**src/rtl/video_stream_source_pkg.sv**
```systemverilog
// rtl/video_stream_source_pkg.sv - shared timing constants, state type and helpers for the pixel stream source
// Purpose: default raster timing, pixel width, source FSM state type and a
// counter-width helper shared by the source and the stream checkers.
// Ports: none (package).
package video_stream_pkg;

  localparam int H_ACTIVE_DEF = 400;
  localparam int H_TOTAL_DEF  = 420;
  localparam int V_ACTIVE_DEF = 300;
  localparam int V_TOTAL_DEF  = 320;
  localparam int PIXEL_W      = 8;

  typedef enum logic {
    IDLE   = 1'b0,
    STREAM = 1'b1
  } state_t;

  // Bits needed to hold 0..n-1; never narrower than one bit.
  function automatic int cnt_width(input int n);
    return (n > 1) ? $clog2(n) : 1;
  endfunction

endpackage

```
**src/rtl/video_stream_source_if.sv**
```systemverilog
// rtl/video_stream_source_if.sv - control, upstream pixel and downstream stream signals of the source
// Purpose: bundles the source's handshake and stream signals.
// Ports (master = source side):
//   in : start, run, pix_in, pix_valid
//   out: pix_ready, dout, blanking_out, validout, frame_done, busy
interface video_stream_source_if
  import video_stream_pkg::*;
#(
  parameter int DATA_WIDTH = PIXEL_W
);
  logic                  start;
  logic                  run;
  logic [DATA_WIDTH-1:0] pix_in;
  logic                  pix_valid;
  logic                  pix_ready;
  logic [DATA_WIDTH-1:0] dout;
  logic                  blanking_out;
  logic                  validout;
  logic                  frame_done;
  logic                  busy;

  modport master (
    input  start, run, pix_in, pix_valid,
    output pix_ready, dout, blanking_out, validout, frame_done, busy
  );

  modport slave (
    output start, run, pix_in, pix_valid,
    input  pix_ready, dout, blanking_out, validout, frame_done, busy
  );
endinterface

```
**src/rtl/video_stream_source_raster_position_counter.sv**
```systemverilog
// rtl/video_stream_source_raster_position_counter.sv - column/row raster position tracker
// Purpose: walks col 0..H_TOTAL-1 and row 0..V_TOTAL-1 one beat per advance.
// Ports:
//   i_clock, i_reset (async, active-high), i_advance (step one beat),
//   i_clear (return to col=0,row=0), o_col, o_row,
//   o_active (position is inside the active window), o_last_beat (final beat of frame).
module raster_position_counter
  import video_stream_pkg::*;
#(
  parameter int H_ACTIVE = H_ACTIVE_DEF,
  parameter int H_TOTAL  = H_TOTAL_DEF,
  parameter int V_ACTIVE = V_ACTIVE_DEF,
  parameter int V_TOTAL  = V_TOTAL_DEF,
  localparam int CW      = cnt_width(H_TOTAL),
  localparam int RW      = cnt_width(V_TOTAL)
) (
  input  logic          i_clock,
  input  logic          i_reset,
  input  logic          i_advance,
  input  logic          i_clear,
  output logic [CW-1:0] o_col,
  output logic [RW-1:0] o_row,
  output logic          o_active,
  output logic          o_last_beat
);
  localparam logic [CW-1:0] COL_LAST     = CW'(H_TOTAL - 1);
  localparam logic [RW-1:0] ROW_LAST     = RW'(V_TOTAL - 1);
  // Inclusive bounds so an all-active axis cannot overflow the counter width.
  localparam logic [CW-1:0] COL_ACT_LAST = CW'(H_ACTIVE - 1);
  localparam logic [RW-1:0] ROW_ACT_LAST = RW'(V_ACTIVE - 1);

  logic [CW-1:0] r_col;
  logic [RW-1:0] r_row;

  always_ff @(posedge i_clock or posedge i_reset) begin
    if (i_reset) begin
      r_col <= '0;
      r_row <= '0;
    end else if (i_clear) begin
      r_col <= '0;
      r_row <= '0;
    end else if (i_advance) begin
      if (r_col == COL_LAST) begin
        r_col <= '0;
        r_row <= (r_row == ROW_LAST) ? '0 : r_row + 1'b1;
      end else begin
        r_col <= r_col + 1'b1;
      end
    end
  end

  assign o_col       = r_col;
  assign o_row       = r_row;
  assign o_active    = (r_col <= COL_ACT_LAST) && (r_row <= ROW_ACT_LAST);
  assign o_last_beat = (r_col == COL_LAST) && (r_row == ROW_LAST);
endmodule

```
**src/rtl/video_stream_source.sv**
```systemverilog
// rtl/video_stream_source.sv - raster pixel stream source with blanking insertion
// Purpose: pulls active pixels from an upstream valid/ready source and emits a
// registered stream with horizontal/vertical blanking inserted, pausing on
// upstream starvation or when run is low.
// Ports:
//   i_clock, i_reset (async, active-high)
//   io_bus (master): start, run, pix_in, pix_valid in; pix_ready, dout,
//                    blanking_out, validout, frame_done, busy out.
module video_stream_source
  import video_stream_pkg::*;
#(
  parameter int DATA_WIDTH = PIXEL_W,
  parameter int H_ACTIVE   = H_ACTIVE_DEF,
  parameter int H_TOTAL    = H_TOTAL_DEF,
  parameter int V_ACTIVE   = V_ACTIVE_DEF,
  parameter int V_TOTAL    = V_TOTAL_DEF,
  parameter int CONTINUOUS = 0
) (
  input logic                   i_clock,
  input logic                   i_reset,
  video_stream_source_if.master io_bus
);
  localparam int CW = cnt_width(H_TOTAL);
  localparam int RW = cnt_width(V_TOTAL);

  state_t                r_state;
  state_t                w_state_next;
  logic [DATA_WIDTH-1:0] r_dout;
  logic                  r_blank;
  logic                  r_valid;
  logic                  r_done;

  logic [CW-1:0]         w_col;
  logic [RW-1:0]         w_row;
  logic                  w_active;
  logic                  w_last_beat;
  logic                  w_streaming;
  logic                  w_advance;
  logic                  w_pos_unused;

  // Blanking beats never wait on the upstream; only active beats need a pixel.
  assign w_streaming = (r_state == STREAM);
  assign w_advance   = w_streaming && io_bus.run && (!w_active || io_bus.pix_valid);

  // Counters are held at the origin while idle so every frame starts at 0,0.
  raster_position_counter #(
    .H_ACTIVE (H_ACTIVE),
    .H_TOTAL  (H_TOTAL),
    .V_ACTIVE (V_ACTIVE),
    .V_TOTAL  (V_TOTAL)
  ) u_pos (
    .i_clock     (i_clock),
    .i_reset     (i_reset),
    .i_advance   (w_advance),
    .i_clear     (!w_streaming),
    .o_col       (w_col),
    .o_row       (w_row),
    .o_active    (w_active),
    .o_last_beat (w_last_beat)
  );

  // Position is only consumed through o_active/o_last_beat here.
  assign w_pos_unused = ^{w_col, w_row};

  always_ff @(posedge i_clock or posedge i_reset) begin
    if (i_reset) begin
      r_state <= IDLE;
    end else begin
      r_state <= w_state_next;
    end
  end

  always_comb begin
    w_state_next = r_state;
    case (r_state)
      IDLE: begin
        if (io_bus.start) begin
          w_state_next = STREAM;
        end
      end
      STREAM: begin
        if (w_advance && w_last_beat && (CONTINUOUS == 0)) begin
          w_state_next = IDLE;
        end
      end
      default: w_state_next = IDLE;
    endcase
  end

  always_ff @(posedge i_clock or posedge i_reset) begin
    if (i_reset) begin
      r_dout  <= '0;
      r_blank <= 1'b1;
      r_valid <= 1'b0;
      r_done  <= 1'b0;
    end else if (!w_streaming) begin
      r_dout  <= '0;
      r_blank <= 1'b1;
      r_valid <= 1'b0;
      r_done  <= 1'b0;
    end else if (w_advance) begin
      r_dout  <= w_active ? io_bus.pix_in : '0;
      r_blank <= !w_active;
      r_valid <= 1'b1;
      r_done  <= w_last_beat;
    end else begin
      // Stall: data and blanking flag hold, only the beat strobe drops.
      r_valid <= 1'b0;
      r_done  <= 1'b0;
    end
  end

  assign io_bus.pix_ready    = w_streaming && io_bus.run && w_active;
  assign io_bus.dout         = r_dout;
  assign io_bus.blanking_out = r_blank;
  assign io_bus.validout     = r_valid;
  assign io_bus.frame_done   = r_done;
  assign io_bus.busy         = w_streaming;
endmodule

```
**src/flat_wrapper.sv**
```systemverilog
// flat-port wrapper written by rule: the top's interface ports become plain ports
module video_stream_source_flat import video_stream_pkg::*;
#(
  parameter int DATA_WIDTH = PIXEL_W,
  parameter int H_ACTIVE   = H_ACTIVE_DEF,
  parameter int H_TOTAL    = H_TOTAL_DEF,
  parameter int V_ACTIVE   = V_ACTIVE_DEF,
  parameter int V_TOTAL    = V_TOTAL_DEF,
  parameter int CONTINUOUS = 0
)
  (i_clock, i_reset, io_bus_start, io_bus_run, io_bus_pix_in, io_bus_pix_valid, io_bus_pix_ready, io_bus_dout, io_bus_blanking_out, io_bus_validout, io_bus_frame_done, io_bus_busy);
  video_stream_source_if #(.DATA_WIDTH(DATA_WIDTH)) io_bus_i ();
  input logic i_clock;
  input logic i_reset;
  input wire logic [$bits(io_bus_i.start)-1:0] io_bus_start;
  input wire logic [$bits(io_bus_i.run)-1:0] io_bus_run;
  input wire logic [$bits(io_bus_i.pix_in)-1:0] io_bus_pix_in;
  input wire logic [$bits(io_bus_i.pix_valid)-1:0] io_bus_pix_valid;
  output wire logic [$bits(io_bus_i.pix_ready)-1:0] io_bus_pix_ready;
  output wire logic [$bits(io_bus_i.dout)-1:0] io_bus_dout;
  output wire logic [$bits(io_bus_i.blanking_out)-1:0] io_bus_blanking_out;
  output wire logic [$bits(io_bus_i.validout)-1:0] io_bus_validout;
  output wire logic [$bits(io_bus_i.frame_done)-1:0] io_bus_frame_done;
  output wire logic [$bits(io_bus_i.busy)-1:0] io_bus_busy;
  assign io_bus_i.start = io_bus_start;
  assign io_bus_i.run = io_bus_run;
  assign io_bus_i.pix_in = io_bus_pix_in;
  assign io_bus_i.pix_valid = io_bus_pix_valid;
  assign io_bus_pix_ready = io_bus_i.pix_ready;
  assign io_bus_dout = io_bus_i.dout;
  assign io_bus_blanking_out = io_bus_i.blanking_out;
  assign io_bus_validout = io_bus_i.validout;
  assign io_bus_frame_done = io_bus_i.frame_done;
  assign io_bus_busy = io_bus_i.busy;
  video_stream_source #(.DATA_WIDTH(DATA_WIDTH), .H_ACTIVE(H_ACTIVE), .H_TOTAL(H_TOTAL), .V_ACTIVE(V_ACTIVE), .V_TOTAL(V_TOTAL), .CONTINUOUS(CONTINUOUS)) u_core (.i_clock(i_clock), .i_reset(i_reset), .io_bus(io_bus_i));
endmodule
```
**config.mk**
```make
export PLATFORM = sky130hd
export DESIGN_NAME = video_stream_source_flat
export DESIGN_NICKNAME = d
export VERILOG_FILES = /design/src/rtl/video_stream_source_pkg.sv /design/src/rtl/video_stream_source_if.sv /design/src/rtl/video_stream_source_raster_position_counter.sv /design/src/rtl/video_stream_source.sv /design/src/flat_wrapper.sv
export SDC_FILE = /design/constraint.sdc
export NUM_CORES = 1
export LEC_CHECK = 0
export CORE_ASPECT_RATIO = 0.7
export CORE_MARGIN = 4
export CORE_UTILIZATION = 53
export DETAILED_ROUTE_END_ITERATION = 10
export PLACE_DENSITY = 0.79
export SYNTH_ARGS = -nofsm -noshare
export SYNTH_HDL_FRONTEND = slang
export SYNTH_SLANG_ARGS = --single-unit
```
**constraint.sdc**
```tcl
create_clock -name i_clock -period 2.4 [get_ports i_clock]
set_input_delay 0.24 -clock i_clock [delete_from_list [all_inputs] [get_ports i_clock]]
set_output_delay 0.24 -clock i_clock [all_outputs]
set_load 0.05 [all_outputs]
```
==> flow_metrics.tcl, run 1 <==
set metrics [dict create \
    first_global_vias 1397 \
    layout_setup_ws_ns 0.148 \
    run_status "complete, no violations" \
    synthDominantAreaCellType "sky130_fd_sc_hd__dfrtp_1" \
    dr.pass1.iters 4 \
    register_area_um2 752 \
    irDropWorstVdd_uv 433 \
    hold_viol_final 0 \
    clock_path_buffers 2 \
    area_delta_synth_final_pct 24.3 \
    setup-violations-final 0 \
    total_core_area_mm2 0.00292 \
    synth_edf_count 0 \
    post_synth_main_area_contributors "sky130_fd_sc_hd__dfrtp_1 (43%), sky130_fd_sc_hd__a21oi_1 (5.7%), sky130_fd_sc_hd__o2bb2ai_1 (4.2%)" \
    kind_of_critical_path "reg -> out" \
    fin_crit_ns 2.25 \
    placementRows 16 \
    groute.usage.overall 0.216 \
    top_cell_type_s_share_of_synthesized_area 0.432 \
    ff2ff_setup_slack_ns 0.34 \
    preCtsSetupSlack_ns 0.390 \
    cellPowerDensity_mw_per_mm2 726 \
    end_kind "output pin" \
    overflow 0 \
    worst-path-max-fanout 6 \
    postSynthRegisterBits 30 \
    rsz_0062_raised_after_global_routing "no" \
    cp_data_arrival_time_ns 2.01 \
    floorplan.initialDensity 0.575 \
    cell_with_the_most_instances_after_synthesis "sky130_fd_sc_hd__dfrtp_1" \
    cts_repair_resize_count 0 \
    worst-slew-pin-transition_ns 0.507 \
    grt_antenna_before_repair 0 \
    place_hpwl_um 2830 \
    grt_pass1_wl_um 6510 \
    timing.reg2reg.worst_path_depth 8 \
    hold_class "in -> async" \
    critical_path_rt_ns 2.16 \
    clock_tree_from_tritoncts "done" \
    htree_levels 2 \
    yosys_warnings 0 \
    startpoint_type "flop" \
    multi_input_comb_area_um2 871 \
    floorplan.die.width_um 75.3 \
    die-area_mm2 0.00415 \
    synth_cell_types 43 \
    yosys-top-cells-count "sky130_fd_sc_hd__dfrtp_1 (29), sky130_fd_sc_hd__a21oi_1 (19), sky130_fd_sc_hd__nand2_1 (13)" \
    asyncSetResetFlopFracSynth 1.00 \
    antenna_left 0 \
    postCtsSetupRepairBufs 0 \
    finalCritPeriodShare 0.938 \
    synthesis.instances 184 \
    yosys_most_used_dff "sky130_fd_sc_hd__dfrtp_1" \
    post_drt_wl_per_cell_um 15.6 \
    route.final.wire_length_um 3920 \
    num_vias 1482 \
    filler_cell_count 236 \
    diodes 0 \
    drive_gt1_frac 0.106 \
    cts.sink_count 30 \
    boundaryPins 26 \
    chipHeight_um 55.1 \
    pin_count_of_the_biggest_net_entering_global_routing 31 \
    clock_latency_ns 0.28 \
    clk_pin_slew_ns 0.07 \
    cts_made_buffers 5 \
    relSlewSlack 0.661 \
    final_net_count 230 \
    maxCapViolCount 0 \
    clock-root-buffer "sky130_fd_sc_hd__clkbuf_8" \
    timing.final.max_slew_violations 0 \
    syn_avg_cell_area_um2 9.13 \
    critical_path.reg2reg.endpoint "u_core.u_pos.o_col[6]" \
    tns_ns 0 \
    syn-num-nets 199 \
    synth_area_mm2 0.00168 \
    place.gp.congestion 0.852 \
    drtIter0Drc 193 \
    routed_via_density 5.88 \
    regToRegStartpoint "u_core.u_pos.o_row[0]" \
    number_of_hold_buffers_added_after_cts 0 \
    fin_worst_skew_ns 0.00679 \
    place.port_buffers 25 \
    fmax_ghz 0.444 \
    drcViolationCount 0 \
    synth.yosys.seq_area_share 0.448 \
    cellLeakagePower_nw 0.877 \
]
==> registers in the layout, summed over array words and instances (netlist names) <==
| signal | cells |
|---|---|
| u_core.io_bus.validout | 1 |
| u_core.u_pos.o_row | 9 |
| u_core.io_bus.dout | 8 |
| u_core.io_bus.busy | 1 |
| u_core.io_bus.blanking_out | 1 |
| u_core.u_pos.o_col | 9 |
| u_core.io_bus.frame_done | 1 |
==> worst max-delay path by stage <==
| stage | startpoint | to | cells past startpoint |
|---|---|---|---|
| final | u_core.u_pos.o_row[0] | io_bus_pix_ready | 7 |
| after global routing | u_core.u_pos.o_row[0] | io_bus_pix_ready | 7 |
| after CTS | u_core.u_pos.o_row[0] | io_bus_pix_ready | 7 |
| after detailed placement | u_core.u_pos.o_row[0] | u_core.u_pos.o_col[6] | 8 |
| after global placement | u_core.u_pos.o_row[0] | u_core.u_pos.o_col[6] | 8 |
| after floorplan | u_core.u_pos.o_row[0] | io_bus_pix_ready | 7 |
==> per-layer routing <==
| layer | track usage | wire [µm] | share of wire |
|---|---|---|---|
| met5 | 0 | 0 | 0 |
| met4 | 0.0988 | 60 | 0.015 |
| met3 | 0.0614 | 245 | 0.062 |
| met2 | 0.330 | 1770 | 0.45 |
| met1 | 0.286 | 1850 | 0.47 |
==> stage by stage <==
step                area [µm²]  utilization  instances  hold slack (ns)  power (mW)
floorplan                 1680            -        184            0.330       0.956
CTS                       2090        0.715        252            0.333        1.52
detailed placement        2000        0.684        244            0.510        1.10
finish                    2090        0.715        252            0.322        1.52
global route              2090        0.715        252            0.366        1.61
global placement          2000        0.684        244            0.500        1.08
==> report_power, final <==
| group | internal [mW] | leakage (nW) | switching (mW) |
|---|---|---|---|
| clock network | 0.233 | 0.0455 | 0.184 |
| logic | 0.185 | 0.457 | 0.245 |
| registers | 0.582 | 0.375 | 0.0866 |
| total | 1.00 | 0.877 | 0.516 |
==> cells by family (layout without fill, tap and decap cells) <==
logic type               Yosys count  after routing  share of synthesized area
AO/OA/AOI/OAI                     51             51                      0.201
AND/OR/NAND/NOR                   84             84                      0.281
XOR/XNOR                           3              3                     0.0156
adder cells (fa/ha/maj)            2              2                     0.0149
buffers and inverters             13             45                     0.0342
flip-flops                        30             30                      0.448
multiplexers                       1              1                    0.00596
==> final cells by class <==
type | instances | share of cell area
clock buffers | 8 | 0.0431
inverters | 5 | 0.00898
multi-input cells | 141 | 0.417
flip-flops and latches | 30 | 0.360
well taps | 36 | 0.0216
repair buffers | 32 | 0.150
==> cell usage in the layout, fill, tap and decap left out, types with 3 or more instances in the layout <==
cell type / synthesis / routed
sky130_fd_sc_hd__nand3_1: 11 / 11
sky130_fd_sc_hd__nor3_1: 8 / 8
sky130_fd_sc_hd__nand2_1: 13 / 13
sky130_fd_sc_hd__clkbuf_8: 0 / 6
sky130_fd_sc_hd__inv_1: 5 / 5
sky130_fd_sc_hd__and2_1: 10 / 10
sky130_fd_sc_hd__o21a_1: 3 / 3
sky130_fd_sc_hd__a21boi_1: 3 / 3
sky130_fd_sc_hd__nor2_1: 10 / 10
sky130_fd_sc_hd__buf_4: 0 / 7
sky130_fd_sc_hd__nor2b_1: 10 / 10
sky130_fd_sc_hd__o21ai_0: 3 / 3
sky130_fd_sc_hd__o2bb2ai_1: 8 / 8
sky130_fd_sc_hd__or3_1: 4 / 4
sky130_fd_sc_hd__clkdlybuf4s50_1: 0 / 24
sky130_fd_sc_hd__o31ai_1: 3 / 3
sky130_fd_sc_hd__o21ai_1: 4 / 4
sky130_fd_sc_hd__a21oi_1: 19 / 19
sky130_fd_sc_hd__and3_1: 4 / 4
sky130_fd_sc_hd__dfrtp_1: 29 / 29
==> worst max-delay path: stages, from the launching register on <==
cell and delay [ns]:
sky130_fd_sc_hd__dfrtp_1 0.43, sky130_fd_sc_hd__ha_1 0.24, sky130_fd_sc_hd__nand2b_1 0.07, sky130_fd_sc_hd__a21oi_1 0.18, sky130_fd_sc_hd__o221ai_2 0.14, sky130_fd_sc_hd__or2_1 0.27
sky130_fd_sc_hd__nor2_1 0.22, sky130_fd_sc_hd__buf_12 0.17
No activity file was read; power rests on OpenSTA's default activity.
==> run 2: changes to the inputs <==
--- a/config.mk
+++ b/config.mk
@@ -9,7 +9,7 @@
 export CORE_MARGIN = 4
 export CORE_UTILIZATION = 53
 export DETAILED_ROUTE_END_ITERATION = 10
-export PLACE_DENSITY = 0.79
+export PLACE_DENSITY_LB_ADDON = 0.15
 export SYNTH_ARGS = -nofsm -noshare
 export SYNTH_HDL_FRONTEND = slang
 export SYNTH_SLANG_ARGS = --single-unit
==> run 2 against run 1 <==
Compared with the run above: clock-buffer cell count unchanged; via count grew 1.6%; non-clock buffer count is 1 higher; clock skew is essentially flat; largest power group unchanged; highest routed layer unchanged; die area unchanged; sequential share of layout area decreased by 0.17 points; maximum frequency increased by 0.24%; sequential power hardly changed; design area is 0.48% higher; hold slack got worse by 0.032 ns.
==> flow_metrics.tcl, run 2 (same netlist as run 1, synthesis figures left out) <==
set metrics [dict create \
    cellLeakagePower_nw 0.880 \
    chipHeight_um 55.1 \
    crit_path_max_incr_delay_ns 0.44 \
    cellPowerDensity_mw_per_mm2 707 \
    overflow 0 \
    dr.pass1.iters 4 \
    cp_data_arrival_time_ns 2.01 \
    critical_path_rt_ns 2.16 \
    dr_wl_met2_um 1920 \
    place_hpwl_um 2960 \
    cts_repair_resize_count 0 \
    most_frequent_cells_in_the_layout "sky130_fd_sc_hd__dfrtp_1 (29), sky130_fd_sc_hd__clkdlybuf4s50_1 (24), sky130_fd_sc_hd__a21oi_1 (19)" \
    rsz_0062_raised_after_global_routing "no" \
    clock_tree_from_tritoncts "done" \
    post_drt_wl_per_cell_um 16.0 \
    htree_levels 2 \
    drive_gt1_frac 0.106 \
    clock_latency_ns 0.29 \
    drcViolationCount 0 \
    hold_class "in -> async" \
    number_of_hold_buffers_added_after_cts 0 \
    setup-violations-final 0 \
    fin_crit_ns 2.25 \
    placementRows 16 \
    floorplan.die.width_um 75.3 \
    diodes 0 \
    irDropWorstVdd_uv 429 \
    route.final.wire_length_um 4050 \
    routed_via_density 5.95 \
    timing.reg2reg.worst_path_depth 8 \
    mostFrequentLayoutCell "sky130_fd_sc_hd__dfrtp_1" \
    grt_antenna_before_repair 0 \
    top_signal_layer_used "met4" \
    critical_path.reg2reg.endpoint "u_core.u_pos.o_col[6]" \
    num_vias 1506 \
    clock_path_buffers 2 \
    total_core_area_mm2 0.00292 \
    worst-slew-pin-transition_ns 0.508 \
    first_global_vias 1413 \
    relSlewSlack 0.660 \
    boundaryPins 26 \
    run_status "complete, no violations" \
    multi_input_comb_area_um2 871 \
    place.port_buffers 25 \
    critical_path.cell_chain "ha_1 -> nand2b_1 -> a21oi_1 -> o221ai_2 -> or2_1 -> nor2_1 -> buf_12" \
    postCtsSetupRepairBufs 0 \
    regToRegStartpoint "u_core.u_pos.o_row[0]" \
    worst-path-max-fanout 6 \
    hold-worst-slack_ns 0.290 \
    register_area_um2 752 \
    cts_made_buffers 5 \
    antenna_left 0 \
    die-area_mm2 0.00415 \
    layout.core_utilization 0.718 \
    floorplan.initialDensity 0.575 \
    pin_count_of_the_biggest_net_entering_global_routing 31 \
    area_delta_synth_final_pct 24.9 \
    end_kind "output pin" \
    groute.usage.overall 0.224 \
    filler_cell_count 212 \
    finalCritPeriodShare 0.936 \
    cts.sink_count 30 \
    final_net_count 231 \
    kind_of_critical_path "reg -> out" \
    detail_route.wirelength.met1_um 1790 \
    clock-root-buffer "sky130_fd_sc_hd__clkbuf_8" \
    ff2ff_setup_slack_ns 0.33 \
    grt_pass1_wl_um 6680 \
    fmax_ghz 0.445 \
    tns_ns 0 \
    hold_viol_final 0 \
    clk_pin_slew_ns 0.06 \
    drtIter0Drc 191 \
    timing.final.max_slew_violations 0 \
    startpoint_type "flop" \
    maxCapViolCount 0 \
    cp_slowest_cell "sky130_fd_sc_hd__dfrtp_1" \
    fin_worst_skew_ns 0.00716 \
    place.gp.congestion 0.836 \
    met3_length_um 298 \
]
-- run 2: cell types whose count changed in the layout (fill, tap and decap cells not counted) --
| cell | delta |
|---|---|
| sky130_fd_sc_hd__buf_12 | +1 |
| sky130_fd_sc_hd__clkbuf_1 | +1 |
| sky130_fd_sc_hd__clkbuf_8 | -1 |
-- run 2: cell type report --
| class | count | share of cell area |
|---|---|---|
| tap | 36 | 0.0215 |
| clock buffer | 8 | 0.0381 |
| multi-input combinational | 141 | 0.415 |
| timing repair buffer | 33 | 0.159 |
| inverter | 5 | 0.00894 |
| sequential | 30 | 0.358 |
-- run 2: worst max-delay path: cells and delay by family (launching register included) --
kind,cells,cell delay (ns)
AOI/OAI and AO/OA,2,0.31
adders and majority gates,1,0.24
buffers and inverters,1,0.17
DFF,1,0.44
and+or+nand+nor,3,0.56
-- run 2: stage by stage --
step	setup slack, ns	power, mW	area [µm²]	cells
floorplan	0.150	0.956	1680	184
global route	0.0367	1.57	2100	253
detailed placement	0.375	1.11	2020	245
finish	0.153	1.49	2100	253
CTS	0.148	1.50	2100	253
global placement	0.434	1.08	2020	245
-- run 2: report_power, final --
group / internal [mW] / switching [mW] / total [mW]
sequential: 0.582 / 0.0863 / 0.669
combinational: 0.187 / 0.242 / 0.429
clock: 0.205 / 0.182 / 0.387
-- run 2: metal layers --
layer	GRT usage	up-vias
met3	0.0560	7
met4	0.119	0
met5	0	-
met1	0.287	713
met2	0.352	56
li1	-	730
-- run 2: how the worst max path moves through the flow --
stage,start,endpoint,slack [ns],cells after the start
2_1_floorplan,u_core.u_pos.o_row[0],io_bus_pix_ready,0.15,7
3_3_place_gp,u_core.u_pos.o_row[0],u_core.u_pos.o_col[6],0.43,8
3_5_place_dp,u_core.u_pos.o_row[0],u_core.u_pos.o_col[6],0.38,8
4_1_cts,u_core.u_pos.o_row[0],io_bus_pix_ready,0.15,7
5_1_grt,u_core.u_pos.o_row[0],io_bus_pix_ready,0.04,7
6_report,u_core.u_pos.o_row[0],io_bus_pix_ready,0.15,7
